==> src/rtl/s2qed_inst_dispatch_if.sv <==
// Instruction-dispatch bundle: source write channel, two fetch ports, lag/sync status.
// The dispatcher takes the slave modport; the harness driving it takes master.
interface s2qed_inst_dispatch_if #(
    parameter int DEPTH = 4,
    parameter int IW    = 16
);
    localparam int AW = $clog2(DEPTH);

    logic          src_valid;
    logic [IW-1:0] src_inst;
    logic          src_ready;

    logic          c0_if_req;
    logic          c0_if_ack;
    logic [IW-1:0] c0_if_dr;

    logic          c1_if_req;
    logic          c1_if_ack;
    logic [IW-1:0] c1_if_dr;

    logic [AW:0]   lag;
    logic          sync;

    modport master (
        output src_valid, src_inst, c0_if_req, c1_if_req,
        input  src_ready, c0_if_ack, c0_if_dr, c1_if_ack, c1_if_dr, lag, sync
    );

    modport slave (
        input  src_valid, src_inst, c0_if_req, c1_if_req,
        output src_ready, c0_if_ack, c0_if_dr, c1_if_ack, c1_if_dr, lag, sync
    );
endinterface

==> src/rtl/s2qed_inst_dispatch.sv <==
// Shared instruction buffer serving one stream to two cores through independent read pointers.
// Optional S2QED_REG_REMAP_EN: permutes register fields of selected opcodes on the cpu1 port.
module s2qed_inst_dispatch #(
    parameter int DEPTH = 4,
    parameter int IW    = 16
) (
    input  logic                  clk,
    input  logic                  rst_n,
    s2qed_inst_dispatch_if.slave  bus
);
    localparam int AW = $clog2(DEPTH);
    localparam logic [AW:0] PTR_ONE = {{AW{1'b0}}, 1'b1};
    localparam logic [AW:0] DEPTH_P = (AW + 1)'(DEPTH);

    typedef enum logic {ST_IDLE, ST_RESP} port_state_t;

    logic [IW-1:0] mem [DEPTH];
    logic [AW:0]   wp_reg;
    logic [AW:0]   rp  [2];
    logic [AW:0]   cnt [2];
    logic          req [2];
    logic          resp[2];
    logic [IW-1:0] dr  [2];
    logic [AW:0]   occ;
    logic          src_ready;
    logic          wr_en;

`ifdef S2QED_REG_REMAP_EN
    function automatic logic [3:0] perm(input logic [3:0] f);
        case (f)
            4'd0:    perm = 4'd0;
            4'd1:    perm = 4'd12;
            4'd2:    perm = 4'd11;
            4'd3:    perm = 4'd10;
            4'd4:    perm = 4'd9;
            4'd5:    perm = 4'd8;
            4'd6:    perm = 4'd7;
            4'd7:    perm = 4'd6;
            4'd8:    perm = 4'd5;
            4'd9:    perm = 4'd4;
            4'd10:   perm = 4'd3;
            4'd11:   perm = 4'd2;
            4'd12:   perm = 4'd13;
            4'd13:   perm = 4'd1;
            4'd14:   perm = 4'd15;
            default: perm = 4'd14;
        endcase
    endfunction

    function automatic logic [IW-1:0] c1_view(input logic [IW-1:0] w);
        logic [IW-1:0] r;
        r = w;
        if (w[15:12] == 4'b0010 || w[15:12] == 4'b0011 || w[15:12] == 4'b0110) begin
            r[11:8] = perm(w[11:8]);
            r[7:4]  = perm(w[7:4]);
        end
        return r;
    endfunction
`else
    function automatic logic [IW-1:0] c1_view(input logic [IW-1:0] w);
        return w;
    endfunction
`endif

    assign req[0] = bus.c0_if_req;
    assign req[1] = bus.c1_if_req;

    // An entry stays occupied until the slower core has fetched it.
    assign occ       = (cnt[0] >= cnt[1]) ? cnt[0] : cnt[1];
    assign src_ready = (occ < DEPTH_P);
    assign wr_en     = bus.src_valid & src_ready;

    always_ff @(posedge clk) begin
        if (wr_en) begin
            mem[wp_reg[AW-1:0]] <= bus.src_inst;
        end
    end

    always_ff @(posedge clk or negedge rst_n) begin
        if (!rst_n) begin
            wp_reg <= '0;
        end else if (wr_en) begin
            wp_reg <= wp_reg + PTR_ONE;
        end
    end

    for (genvar gi = 0; gi < 2; gi++) begin : g_port
        port_state_t   state_reg;
        logic [AW:0]   rp_reg;
        logic [IW-1:0] dr_reg;
        logic [IW-1:0] rd_word;

        assign rd_word  = mem[rp_reg[AW-1:0]];
        assign cnt[gi]  = wp_reg - rp_reg;
        assign rp[gi]   = rp_reg;
        assign resp[gi] = (state_reg == ST_RESP);
        assign dr[gi]   = dr_reg;

        // ACK is the RESP state itself; requests are ignored while responding.
        always_ff @(posedge clk or negedge rst_n) begin
            if (!rst_n) begin
                state_reg <= ST_IDLE;
                rp_reg    <= '0;
                dr_reg    <= '0;
            end else begin
                case (state_reg)
                    ST_IDLE: begin
                        if (req[gi] && (cnt[gi] != '0)) begin
                            state_reg <= ST_RESP;
                            rp_reg    <= rp_reg + PTR_ONE;
                            dr_reg    <= (gi == 1) ? c1_view(rd_word) : rd_word;
                        end
                    end
                    ST_RESP: state_reg <= ST_IDLE;
                    default: state_reg <= ST_IDLE;
                endcase
            end
        end
    end

    assign bus.src_ready = src_ready;
    assign bus.c0_if_ack = resp[0];
    assign bus.c0_if_dr  = dr[0];
    assign bus.c1_if_ack = resp[1];
    assign bus.c1_if_dr  = dr[1];
    assign bus.lag       = rp[0] - rp[1];
    assign bus.sync      = (rp[0] == rp[1]) & ~resp[0] & ~resp[1];
endmodule
==> src/flat_wrapper.sv <==
// flat-port wrapper written by rule: the top's interface ports become plain ports
module s2qed_inst_dispatch_flat 
#(
    parameter int DEPTH = 4,
    parameter int IW    = 16
)
  (clk, rst_n, bus_src_valid, bus_src_inst, bus_c0_if_req, bus_c1_if_req, bus_src_ready, bus_c0_if_ack, bus_c0_if_dr, bus_c1_if_ack, bus_c1_if_dr, bus_lag, bus_sync);
  s2qed_inst_dispatch_if #(.DEPTH(DEPTH), .IW(IW)) bus_i ();
  input  logic clk;
  input  logic rst_n;
  input wire logic [$bits(bus_i.src_valid)-1:0] bus_src_valid;
  input wire logic [$bits(bus_i.src_inst)-1:0] bus_src_inst;
  input wire logic [$bits(bus_i.c0_if_req)-1:0] bus_c0_if_req;
  input wire logic [$bits(bus_i.c1_if_req)-1:0] bus_c1_if_req;
  output wire logic [$bits(bus_i.src_ready)-1:0] bus_src_ready;
  output wire logic [$bits(bus_i.c0_if_ack)-1:0] bus_c0_if_ack;
  output wire logic [$bits(bus_i.c0_if_dr)-1:0] bus_c0_if_dr;
  output wire logic [$bits(bus_i.c1_if_ack)-1:0] bus_c1_if_ack;
  output wire logic [$bits(bus_i.c1_if_dr)-1:0] bus_c1_if_dr;
  output wire logic [$bits(bus_i.lag)-1:0] bus_lag;
  output wire logic [$bits(bus_i.sync)-1:0] bus_sync;
  assign bus_i.src_valid = bus_src_valid;
  assign bus_i.src_inst = bus_src_inst;
  assign bus_i.c0_if_req = bus_c0_if_req;
  assign bus_i.c1_if_req = bus_c1_if_req;
  assign bus_src_ready = bus_i.src_ready;
  assign bus_c0_if_ack = bus_i.c0_if_ack;
  assign bus_c0_if_dr = bus_i.c0_if_dr;
  assign bus_c1_if_ack = bus_i.c1_if_ack;
  assign bus_c1_if_dr = bus_i.c1_if_dr;
  assign bus_lag = bus_i.lag;
  assign bus_sync = bus_i.sync;
  s2qed_inst_dispatch #(.DEPTH(DEPTH), .IW(IW)) u_core (.clk(clk), .rst_n(rst_n), .bus(bus_i));
endmodule
==> config.mk <==
export PLATFORM = sky130hd
export DESIGN_NAME = s2qed_inst_dispatch_flat
export DESIGN_NICKNAME = d
export VERILOG_FILES = /design/src/rtl/s2qed_inst_dispatch_if.sv /design/src/rtl/s2qed_inst_dispatch.sv /design/src/flat_wrapper.sv
export SDC_FILE = /design/constraint.sdc
export NUM_CORES = 1
export LEC_CHECK = 0
export ABC_AREA = 1
export CAP_MARGIN = 20
export CORE_MARGIN = 2
export CORE_UTILIZATION = 35
export CTS_CLUSTER_SIZE = 24
export DETAILED_ROUTE_END_ITERATION = 8
export SYNTH_ARGS = -nofsm -noshare
export SYNTH_HDL_FRONTEND = slang
export SYNTH_SLANG_ARGS = --single-unit
export TNS_END_PERCENT = 10
==> constraint.sdc <==
create_clock -name clk -period 4.2 [get_ports clk]
set_input_delay 0.84 -clock clk [delete_from_list [all_inputs] [get_ports clk]]
set_output_delay 0.84 -clock clk [all_outputs]
set_load 0.02 [all_outputs]
-- Yosys cells after proc, flatten, opt, wreduce, memory -nomap -nowiden
Memories as Yosys holds them, arrays and structs flattened. A register that Yosys moved wholly into a read port is not among the register bits.
Cells that the tools add are included.
- muxes and demuxes: 7
- bitwise gates (word level): 5
- reductions and logical operators: 8
- add/subtract/negate cells: 6
- order comparisons: 2
- equal/unequal tests: 1
- operators with widths (cell ; count):
    $add A3 B1 Y3 const B ; 3
    $sub A3 B3 Y3 ; 3
    $reduce_bool A3 Y1 ; 2
    $mux W1 ; 4
    $pmux W1 S2 ; 2
    $reduce_and A2 Y1 ; 2
    $and A1 B1 Y1 ; 3
    $eq A3 B3 Y1 ; 1
    $ge A3 B3 Y1 ; 1
    $lt A3 B3 Y1 const B ; 1
    $mux W3 ; 1
    $logic_and A1 B1 Y1 ; 2
    $logic_not A1 Y1 ; 2
    $not A1 Y1 ; 2
- output and inout bits: 39
- word-level logic and storage cells: 35
- memories kept: 1
- bits in writable memories: 64
- register bits: 11
- bits of input ports: 21
- memories (memory ; depth ; bits a word ; read ports ; clocked after Yosys merged registers in ; write ports ; RTL line ; source):
    u_core.mem ; 4 ; 16 ; 2 ; 2 ; 1 ; s2qed_inst_dispatch.sv:17 ; logic [IW-1:0] mem [DEPTH];

-- Longest topological paths before layout
Gate-level depths: netlist of run 1.
- depth in word-level cells: 7
- depth in mapped cells: 12
- mapped depth without buffers: 11

-- Worst setup path before layout of run 1
OpenSTA, ideal clock, no wires.
- path type: reg2reg
- start: reg u_core.g_port[0].rp_reg[1]
- end: mem u_core.mem[0][0], enable pin
- arrival time: 2.526 ns
- period minus slack after synthesis: 2.914 ns
- data required time: 3.811 ns
- slack: 1.286 ns
- library setup time: 0.389 ns
- cell stages (with the launch flop): 10
- cells stage by stage: dfrtp_1 buf_2 clkinv_1 buf_2 fa_1 inv_1 nand3_1 nand2_2 nand3_1 nor2_1
- cells in the longest elaborated chain, start to end: 7
- RTL lines (what ; RTL line ; source):
    start: declaration ; s2qed_inst_dispatch.sv:89 ; logic [AW:0] rp_reg;
    start signal: assignment ; s2qed_inst_dispatch.sv:110 ; rp_reg <= rp_reg + PTR_ONE;
    $sub A3 B3 Y3 * ; s2qed_inst_dispatch.sv:94 ; assign cnt[gi] = wp_reg - rp_reg;
    $ge A3 B3 Y1 ; s2qed_inst_dispatch.sv:69 ; assign occ = (cnt[0] >= cnt[1]) ? cnt[0] : cnt[1];
    $mux W3 * ; s2qed_inst_dispatch.sv:69 ;
    $lt A3 B3 Y1 * ; s2qed_inst_dispatch.sv:70 ; assign src_ready = (occ < DEPTH_P);
    $and A1 B1 Y1 * ; s2qed_inst_dispatch.sv:71 ; assign wr_en = bus.src_valid & src_ready;
    $mux W1 * ; s2qed_inst_dispatch.sv:74 ; if (wr_en) begin
    $mux W1 (not written as such) * ; s2qed_inst_dispatch.sv:75 ; mem[wp_reg[AW-1:0]] <= bus.src_inst;
    end: declaration ; s2qed_inst_dispatch.sv:17 ;
Mark *: on every way between the ends. The rest lies on a longest branch, timed or not.

-- Worst setup path in the final report of run 1
- start: reg u_core.g_port[0].rp_reg[0]
- end: out bus_lag[2]
- cells in the longest elaborated chain, start to end: 1
- RTL lines (what ; RTL line ; source):
    $sub A3 B3 Y3 ; s2qed_inst_dispatch.sv:126 ; assign bus.lag = rp[0] - rp[1];
    end: declaration ; flat_wrapper.sv:20 ; output wire logic [$bits(bus_i.lag)-1:0] bus_lag;
No other way between the ends.

==> results of run 1 <==
-- worst register-to-register path: stages, from the launching register on --
cell and delay [ns]:
dfrtp_2 0.61, ha_1 0.32, fa_1 0.38, nand3_1 0.14
nand2_4 0.09, nand2_2 0.35, nand2_1 0.53, nand2_1 0.19
nand2_1 0.06
-- stage by stage --
| step | instance area (µm²) | hold WS (ns) |
|---|---|---|
| after global routing | 6300 | 0.340 |
| after floorplan | 5240 | 0.497 |
| after CTS | 6280 | 0.480 |
| final | 6300 | 0.336 |
| after detailed placement | 5960 | 0.462 |
| after global placement | 5960 | 0.456 |
-- layout make-up --
class | instances | area share [%]
repair buffers | 74 | 11.3
inverters | 56 | 3.34
clock buffers | 11 | 4.19
well taps | 184 | 3.66
flip-flops and latches | 107 | 47.7
clock inverters | 5 | 0.894
multi-input cells | 329 | 29.0
-- path summary, 6_finish.rpt --
check                      slack, ns  cells after the start                      to
max in group asynchronous       3.40                      2  u_core.bus.c0_if_dr[5]
min in group clk                0.47                      2  u_core.bus.c1_if_dr[9]
hold reg to reg                 0.47                      2  u_core.bus.c1_if_dr[9]
hold / removal                  0.34                      1  u_core.bus.c0_if_dr[0]
setup / recovery                0.58                      6              bus_lag[2]
setup reg to reg                1.42                      8  u_core.bus.c1_if_dr[4]
-- power groups by stage --
stage	Combinational [mW]	Sequential, mW	Clock, mW
finish	2.53	1.62	0.899
CTS	2.56	1.62	0.922
detailed placement	2.55	1.64	0
global route	2.79	1.66	0.962
global placement	2.50	1.63	0
floorplan	1.62	1.77	0
-- kinds of logic after synthesis --
| family | Yosys count | share of synthesized area (%) |
|---|---|---|
| simple gates | 247 | 21.2 |
| flops | 107 | 57.2 |
| buf+inv | 88 | 8.07 |
| compound gates | 64 | 9.16 |
| fa+ha+maj | 13 | 3.53 |
| xor+xnor | 5 | 0.835 |
-- cell usage in the layout (no fill, tap or decap) --
cell and n:
and2_2 1, buf_12 1, buf_2 1, buf_4 14, bufinv_16 1, clkbuf_16 10, clkbuf_8 1, clkdlybuf4s50_1 58
clkinv_1 2, clkinv_2 2, clkinvlp_4 1, dfrtp_1 41, dfrtp_2 2, edfxtp_1 64, fa_1 3, ha_1 10
inv_1 52, inv_2 2, inv_6 1, nand2_1 188, nand2_2 5, nand2_4 1, nand3_1 21, nand3_2 20
nand4_1 3, nor2_1 6, nor2_2 1, nor4_1 1, o211ai_1 64, xor2_1 5
-- per-layer routing --
metal  share of wire (%)  vias to the layer above  global-route usage, %  routed length, µm
li1                    -                     1848                      -                  -
met1                  46                     1805                   20.6               5430
met2                  46                      118                   23.2               5500
met3                 6.7                       22                   3.46                793
met4                 1.4                        2                   5.95                171
met5                0.11                        -                      0                 13
==> impl_metrics.env, run 1 <==
export IMPL_wire_per_inst_um=15.5
export IMPL_numCtsBuffers=9
export IMPL_synth_edff_count=64
export IMPL_wl_mm=11.9
export IMPL_yosysMostFrequentCell="nand2_1"
export IMPL_overflow=0
export IMPL_die_width_um=126
export IMPL_post_cts_resized=0
export IMPL_clock_skew_ns=0.00675
export IMPL_yosys_register_bits=107
export IMPL_setup_tns_ns=0
export IMPL_seq_area_frac_synth_pct=57.2
export IMPL_num_antenna_cells=0
export IMPL_async_reset_ff_share_pct=40.2
export IMPL_tightest_slew_ns=0.643
export IMPL_grt_pass1_vias=3664
export IMPL_critPathMaxFanout=67
export IMPL_drt_iter0_markers=351
export IMPL_syn_to_final_growth_pct=20.1
export IMPL_postSynthCellCount=524
export IMPL_setup_worst_path_end_class="output pin"
export IMPL_path_clk_slew_ns=0.07
export IMPL_largest_register_ffs=64
export IMPL_firstDrtPassIters=7
export IMPL_rsz0062_at_grt="no"
export IMPL_internal_power_mw=2.89
export IMPL_power_frac_comb_pct=50.1
export IMPL_ctsHoldBuffers=0
export IMPL_clkLatencyLatePin_ns=0.35
export IMPL_final_nets=611
export IMPL_final_util_pct=43.2
export IMPL_finalHoldViolations=0
export IMPL_cp_num_buf_inv=3
export IMPL_row_count=44
export IMPL_p_switching_mw=2.16
export IMPL_startpoint="u_core.g_port[0].rp_reg[0]"
export IMPL_period_needed_ns=3.62
export IMPL_htreeDepth=3
export IMPL_setup_violations=0
export IMPL_die_area_um2=16000
export IMPL_ant_nets=0
export IMPL_start_util_pct=35.9
export IMPL_synth_common_cells="nand2_1 (188), edfxtp_1 (64), o211ai_1 (64), inv_1 (52), dfrtp_1 (43)"
export IMPL_slew_headroom_pct=57.1
export IMPL_io_pin_count=60
export IMPL_status="complete, no violations"
export IMPL_cap_viol_max_count=0
export IMPL_ys_flop_type="edfxtp_1"
export IMPL_synth_largest_area_cell="edfxtp_1"
export IMPL_syn_area_um2=5240
export IMPL_synthDistinctLibCells=25
export IMPL_post_cts_buffers=0
export IMPL_place_gp_congestion=0.794
export IMPL_max_stage_delay_ns=0.62
export IMPL_sw_frac_of_total_pct=42.8
export IMPL_path_cells="buf_4 > inv_1 > ha_1 > fa_1 > xor2_1 > clkdlybuf4s50_1"
export IMPL_grt_max_degree=68
export IMPL_numClockSinks=107
export IMPL_grtUsageTotal_pct=15.0
export IMPL_cp_start_kind="flop"
export IMPL_power_frac_seq_pct=32.1
export IMPL_regArea_um2=3000
export IMPL_required_ns=3.36
export IMPL_drive_above_1_share_pct=11.0
export IMPL_place_ws_ns=0.962
export IMPL_routed_via_density=4.95
export IMPL_finalCritPeriodShare_pct=86.2
export IMPL_drv_slew=0
export IMPL_powerDensity_nw_per_um2=803
export IMPL_syn_nets=558
export IMPL_crit_family="buffers and inverters"
export IMPL_vias=3795
export IMPL_ir_drop_mv=0.352
export IMPL_power_frac_clock_pct=17.8
export IMPL_slowest_stage="clkdlybuf4s50_1"
export IMPL_post_dp_hpwl_mm=7.87
export IMPL_hold_class="input pin to async pin"
export IMPL_yosysWarnings=0
export IMPL_ctsLongestPathBuffers=2
export IMPL_drcViolationCount=0
export IMPL_grt_first_pass_wirelength_mm=19.0
export IMPL_crit_type="flop to output pin"
export IMPL_root_buffer="clkbuf_16"
export IMPL_die_h_um=126
export IMPL_syn_area_per_cell_um2=10.0
export IMPL_nFillCells=1331
export IMPL_setup_slack_ns=0.579
export IMPL_max_freq_ghz=0.276
export IMPL_multi_input_area_um2=1820
export IMPL_portBuffers=59
export IMPL_critical_path_arrival_ns=2.78
export IMPL_leakagePower_nw=2.72
export IMPL_synth_area_leaders="edfxtp_1 (37%), dfrtp_1 (21%), nand2_1 (13%)"
export IMPL_dpl_cell_count=749
export IMPL_timing_rr_start="u_core.g_port[1].rp_reg[0]"
export IMPL_cts_tree="yes"
export IMPL_synth_top_area_share_pct=36.7
export IMPL_power_mw=5.05
export IMPL_instances_no_fill=766
export IMPL_core_area_um2=14600
export IMPL_antenna_found_initial=1
Power figures use the tool's default switching activity.
==> run 2: changes to the inputs <==
--- a/config.mk
+++ b/config.mk
@@ -8,9 +8,11 @@
 export ABC_AREA = 1
 export CAP_MARGIN = 20
 export CORE_MARGIN = 2
-export CORE_UTILIZATION = 35
+export CORE_UTILIZATION = 56
 export CTS_CLUSTER_SIZE = 24
 export DETAILED_ROUTE_END_ITERATION = 8
+export PLACE_DENSITY = 0.8
+export SKIP_CTS_REPAIR_TIMING = 1
 export SYNTH_ARGS = -nofsm -noshare
 export SYNTH_HDL_FRONTEND = slang
 export SYNTH_SLANG_ARGS = --single-unit
==> impl_metrics.env, run 2 (synthesis results as in run 1) <==
export IMPL_status="complete, no violations"
export IMPL_portBuffers=59
export IMPL_largest_register_ffs=64
export IMPL_max_freq_ghz=0.278
export IMPL_leakagePower_nw=2.65
export IMPL_timing_rr_start="u_core.g_port[0].rp_reg[0]"
export IMPL_post_dp_hpwl_mm=7.40
export IMPL_cts_tree="yes"
export IMPL_dpl_cell_count=674
export IMPL_powerDensity_nw_per_um2=785
export IMPL_vias=3835
export IMPL_wl_met1_mm=4.98
export IMPL_cap_viol_max_count=0
export IMPL_critical_path_arrival_ns=2.75
export IMPL_top_layer_used="met4"
export IMPL_rsz0062_at_grt="no"
export IMPL_final_nets=609
export IMPL_drive_above_1_share_pct=10.5
export IMPL_numClockSinks=107
export IMPL_grt_max_degree=68
export IMPL_power_mw=4.75
export IMPL_finalCritPeriodShare_pct=85.6
export IMPL_power_frac_clock_pct=12.6
export IMPL_wl_mm=11.3
export IMPL_cp_start_kind="flop"
export IMPL_cp_common_cell="inv_1"
export IMPL_die_h_um=101
export IMPL_slew_headroom_pct=48.6
export IMPL_startpoint="u_core.g_port[0].rp_reg[0]"
export IMPL_nFillCells=677
export IMPL_sw_frac_of_total_pct=45.4
export IMPL_place_gp_congestion=0.821
export IMPL_clock_skew_ns=0.00984
export IMPL_routed_via_density=5.55
export IMPL_slowest_stage="dfrtp_2"
export IMPL_instances_no_fill=691
export IMPL_required_ns=3.36
export IMPL_setup_worst_path_end_class="output pin"
export IMPL_p_switching_mw=2.16
export IMPL_tightest_slew_ns=0.769
export IMPL_power_frac_seq_pct=33.9
export IMPL_htreeDepth=3
export IMPL_final_area_um2=6050
export IMPL_final_common_cell="nand2_1"
export IMPL_start_util_pct=57.3
export IMPL_io_pin_count=60
export IMPL_wire_per_inst_um=16.4
export IMPL_path_cells="ha_1 > inv_1 > fa_1 > inv_1 > nand3_1 > nand2_2 > and2_2 > clkdlybuf4s50_1"
export IMPL_grt_pass1_vias=3625
export IMPL_power_frac_comb_pct=53.4
export IMPL_die_width_um=101
export IMPL_whs_ns=0.254
export IMPL_core_area_um2=9150
export IMPL_place_area_um2=5850
export IMPL_overflow=0
export IMPL_antenna_found_initial=0
export IMPL_setup_tns_ns=0
export IMPL_ir_drop_mv=0.350
export IMPL_numCtsBuffers=9
export IMPL_met3_length_um=841
export IMPL_clkLatencyLatePin_ns=0.38
export IMPL_grt_first_pass_wirelength_mm=18.3
export IMPL_grtUsageTotal_pct=23.5
export IMPL_root_buffer="clkbuf_8"
export IMPL_period_needed_ns=3.59
export IMPL_syn_to_final_growth_pct=15.4
export IMPL_num_antenna_cells=0
export IMPL_wl_met2_mm=5.35
export IMPL_place_ws_ns=1.04
export IMPL_row_count=35
export IMPL_ctsLongestPathBuffers=2
export IMPL_drv_slew=0
export IMPL_final_cell_mix="nand2_1 (188), o211ai_1 (64), edfxtp_1 (64), clkdlybuf4s50_1 (58), inv_1 (52)"
export IMPL_setup_violations=0
export IMPL_final_util_pct=66.1
export IMPL_internal_power_mw=2.59
export IMPL_die_area_um2=10200
export IMPL_setup_slack_ns=0.606
export IMPL_drt_iter0_markers=297
export IMPL_finalHoldViolations=0
export IMPL_max_stage_delay_ns=0.67
export IMPL_critPathMaxFanout=27
export IMPL_drcViolationCount=0
export IMPL_firstDrtPassIters=5
export IMPL_crit_type="flop to output pin"
export IMPL_hold_class="input pin to async pin"
export IMPL_ant_nets=0
export IMPL_path_clk_slew_ns=0.10
-- run 2: changes by cell type in the layout (fill, tap and decap cells not counted), sizes merged --
cell / delta
inv: +3
buf: -2
clkbuf: -2
bufinv: -1
-- run 2: power groups by stage --
stage	clock, mW	combinational, mW	sequential, mW
after floorplan	0	1.62	1.77
after global placement	0	2.46	1.62
after detailed placement	0	2.52	1.63
after CTS	0.606	2.53	1.61
after global routing	0.647	2.79	1.65
final	0.600	2.54	1.61
-- run 2: path summary, 6_finish.rpt --
path	end	slack [ns]	cells past startpoint
worst min-delay path	u_core.bus.c0_if_dr[15]	0.25	1
worst max-delay path	bus_src_ready	0.61	8
max in group asynchronous	u_core.g_port[1].rp_reg[0]	3.52	2
worst max register to register	u_core.bus.c0_if_dr[12]	1.23	10
min in group clk	u_core.bus.c0_if_dr[15]	0.48	2
worst min register to register	u_core.bus.c0_if_dr[15]	0.48	2
-- run 2: critical path: cells and delay by family (launching register included) --
| family | cells | cell delay, ns |
|---|---|---|
| buf+inv | 3 | 0.72 |
| flops | 1 | 0.67 |
| fa+ha+maj | 2 | 0.61 |
| simple gates | 3 | 0.37 |
-- run 2: cell type report --
cell class / instances / area (µm²) / share of cell area [%]
clock inverters: 7 / 58.8 / 0.972
multi-input cells: 329 / 1820 / 30.1
clock buffers: 9 / 124 / 2.05
repair buffers: 72 / 696 / 11.5
inverters: 56 / 210 / 3.47
well taps: 111 / 139 / 2.30
flip-flops and latches: 107 / 3000 / 49.6
-- run 2: layer usage --
| metal | track usage [%] | up-vias |
|---|---|---|
| met5 | 0 | - |
| met4 | 7.06 | 0 |
| met3 | 4.09 | 13 |
| met2 | 37.2 | 153 |
| met1 | 33.4 | 1809 |
| li1 | - | 1860 |
==> run 3: changes to the inputs <==
--- a/config.mk
+++ b/config.mk
@@ -8,10 +8,11 @@
 export ABC_AREA = 1
 export CAP_MARGIN = 20
 export CORE_MARGIN = 2
-export CORE_UTILIZATION = 56
+export CORE_UTILIZATION = 55
+export CTS_CLUSTER_DIAMETER = 50
 export CTS_CLUSTER_SIZE = 24
 export DETAILED_ROUTE_END_ITERATION = 8
-export PLACE_DENSITY = 0.8
+export PLACE_DENSITY = 0.78
 export SKIP_CTS_REPAIR_TIMING = 1
 export SYNTH_ARGS = -nofsm -noshare
 export SYNTH_HDL_FRONTEND = slang
==> impl_metrics.env, run 3 (synthesis results as in run 1) <==
export IMPL_slowest_stage="clkdlybuf4s50_1"
export IMPL_drcViolationCount=0
export IMPL_powerDensity_nw_per_um2=787
export IMPL_ctsLongestPathBuffers=2
export IMPL_clkLatencyLatePin_ns=0.37
export IMPL_antenna_found_initial=0
export IMPL_overflow=0
export IMPL_path_clk_slew_ns=0.10
export IMPL_ir_drop_mv=0.373
export IMPL_cts_tree="yes"
export IMPL_routed_via_density=5.40
export IMPL_status="complete, no violations"
export IMPL_leakagePower_nw=2.64
export IMPL_core_area_um2=9240
export IMPL_vias=3825
export IMPL_portBuffers=59
export IMPL_setup_tns_ns=0
export IMPL_grt_util_met2_pct=38.1
export IMPL_numCtsBuffers=9
export IMPL_die_area_um2=10300
export IMPL_crit_type="flop to output pin"
export IMPL_critPathMaxFanout=17
export IMPL_grtUsageTotal_pct=23.1
export IMPL_hold_start="u_core.bus.c1_if_dr[7]"
export IMPL_hold_path_end="u_core.bus.c1_if_dr[7]"
export IMPL_setup_violations=0
export IMPL_wl_mm=11.3
export IMPL_required_ns=3.36
export IMPL_final_nets=608
export IMPL_grt_pass1_vias=3629
export IMPL_power_mw=4.77
export IMPL_row_count=35
export IMPL_drt_iter0_markers=317
export IMPL_grt_util_met1_pct=31.2
export IMPL_place_gp_congestion=0.862
export IMPL_final_common_cell="nand2_1"
export IMPL_die_width_um=102
export IMPL_cap_viol_max_count=0
export IMPL_busiest_layer="met2"
export IMPL_root_buffer="clkbuf_8"
export IMPL_cp_start_kind="flop"
export IMPL_whs_ns=0.478
export IMPL_grt_use_met3_pct=3.24
export IMPL_timing_rr_start="u_core.wp_reg[0]"
export IMPL_period_needed_ns=3.74
export IMPL_finalCritPeriodShare_pct=89.1
export IMPL_wire_per_inst_um=16.0
export IMPL_crit_family="buffers and inverters"
export IMPL_slew_headroom_pct=36.0
export IMPL_max_stage_delay_ns=0.65
export IMPL_critical_path_arrival_ns=2.90
export IMPL_io_pin_count=60
export IMPL_grt_max_degree=68
export IMPL_whs_path_depth=2
export IMPL_path_cells="clkinv_1 > ha_1 > nand2_1 > nor4_1 > clkdlybuf4s50_1"
export IMPL_final_area_um2=6060
export IMPL_dpl_cell_count=692
export IMPL_hold_class="flop to flop"
export IMPL_place_area_um2=5870
export IMPL_rrSetupSlack_ns=1.51
export IMPL_syn_to_final_growth_pct=15.6
export IMPL_drv_slew=0
export IMPL_ant_nets=0
export IMPL_rsz0062_at_grt="no"
export IMPL_setup_worst_path_end_class="output pin"
export IMPL_cp_depth=5
export IMPL_firstDrtPassIters=8
export IMPL_finalHoldViolations=0
export IMPL_numClockSinks=107
export IMPL_instances_no_fill=708
export IMPL_clock_skew_ns=0.0114
export IMPL_max_freq_ghz=0.267
export IMPL_htreeDepth=3
export IMPL_final_cell_mix="nand2_1 (188), o211ai_1 (64), edfxtp_1 (64), clkdlybuf4s50_1 (58), inv_1 (52)"
export IMPL_reg2reg_depth=12
export IMPL_die_h_um=102
export IMPL_reg2reg_to="u_core.g_port[0].rp_reg[1]"
export IMPL_cp_num_buf_inv=2
export IMPL_num_antenna_cells=0
export IMPL_drive_above_1_share_pct=10.0
export IMPL_grt_first_pass_wirelength_mm=18.1
export IMPL_tightest_slew_ns=0.960
export IMPL_start_util_pct=56.7
export IMPL_post_dp_hpwl_mm=7.48
export IMPL_largest_register_ffs=64
-- run 3: cell count changes in the layout (fill, tap and decap cells not counted), sizes merged --
cell      before  now
bufinv         0    1
inv           58   57
clkinvlp       1    0
clkinv         4    3
buf           14   13
clkbuf         9   11
-- run 3: layout make-up --
type | count | area, µm²
Clock buffer | 11 | 131
Clock inverter | 5 | 60.1
Fill cell | 703 | 3180
Inverter | 56 | 210
Multi-Input combinational cell | 329 | 1820
Sequential cell | 107 | 3000
Tap cell | 129 | 161
Timing Repair Buffer | 71 | 676
-- run 3: worst reg2reg max path, delay by kind of cell, from the launching register on --
kind                     cells  cell delay, ns
flip-flops                   1            0.43
AND/OR/NAND/NOR              6            1.10
adder cells (fa/ha/maj)      2            0.57
buffers and inverters        4            0.51
-- run 3: worst max path at each step --
stage                                     startpoint  slack, ns               end
after floorplan           u_core.g_port[0].rp_reg[1]       1.29  u_core.mem[0][0]
after global placement    u_core.g_port[1].rp_reg[1]       0.91          bus_sync
after detailed placement  u_core.g_port[1].rp_reg[1]       0.85          bus_sync
after CTS                 u_core.g_port[1].rp_reg[1]       0.45          bus_sync
after global routing      u_core.g_port[1].rp_reg[1]       0.22          bus_sync
final                     u_core.g_port[1].rp_reg[1]       0.46          bus_sync
-- run 3: power breakdown --
group / internal [mW] / total (mW) / switching, mW
registers: 1.41 / 1.58 / 0.166
clock network: 0.281 / 0.628 / 0.347
logic: 0.952 / 2.56 / 1.61
-- run 3: metrics by stage --
| step | setup WS, ns | utilization (%) |
|---|---|---|
| finish | 0.459 | 65.6 |
| floorplan | 1.29 | - |
| global placement | 0.907 | 63.5 |
| CTS | 0.446 | 65.6 |
| global route | 0.218 | 65.6 |
| detailed placement | 0.851 | 63.5 |
-- run 3: per-layer routing --
metal	up-vias	wire [µm]
met5	-	0
li1	1857	-
met4	0	224
met1	1789	4750
met2	159	5530
met3	20	815
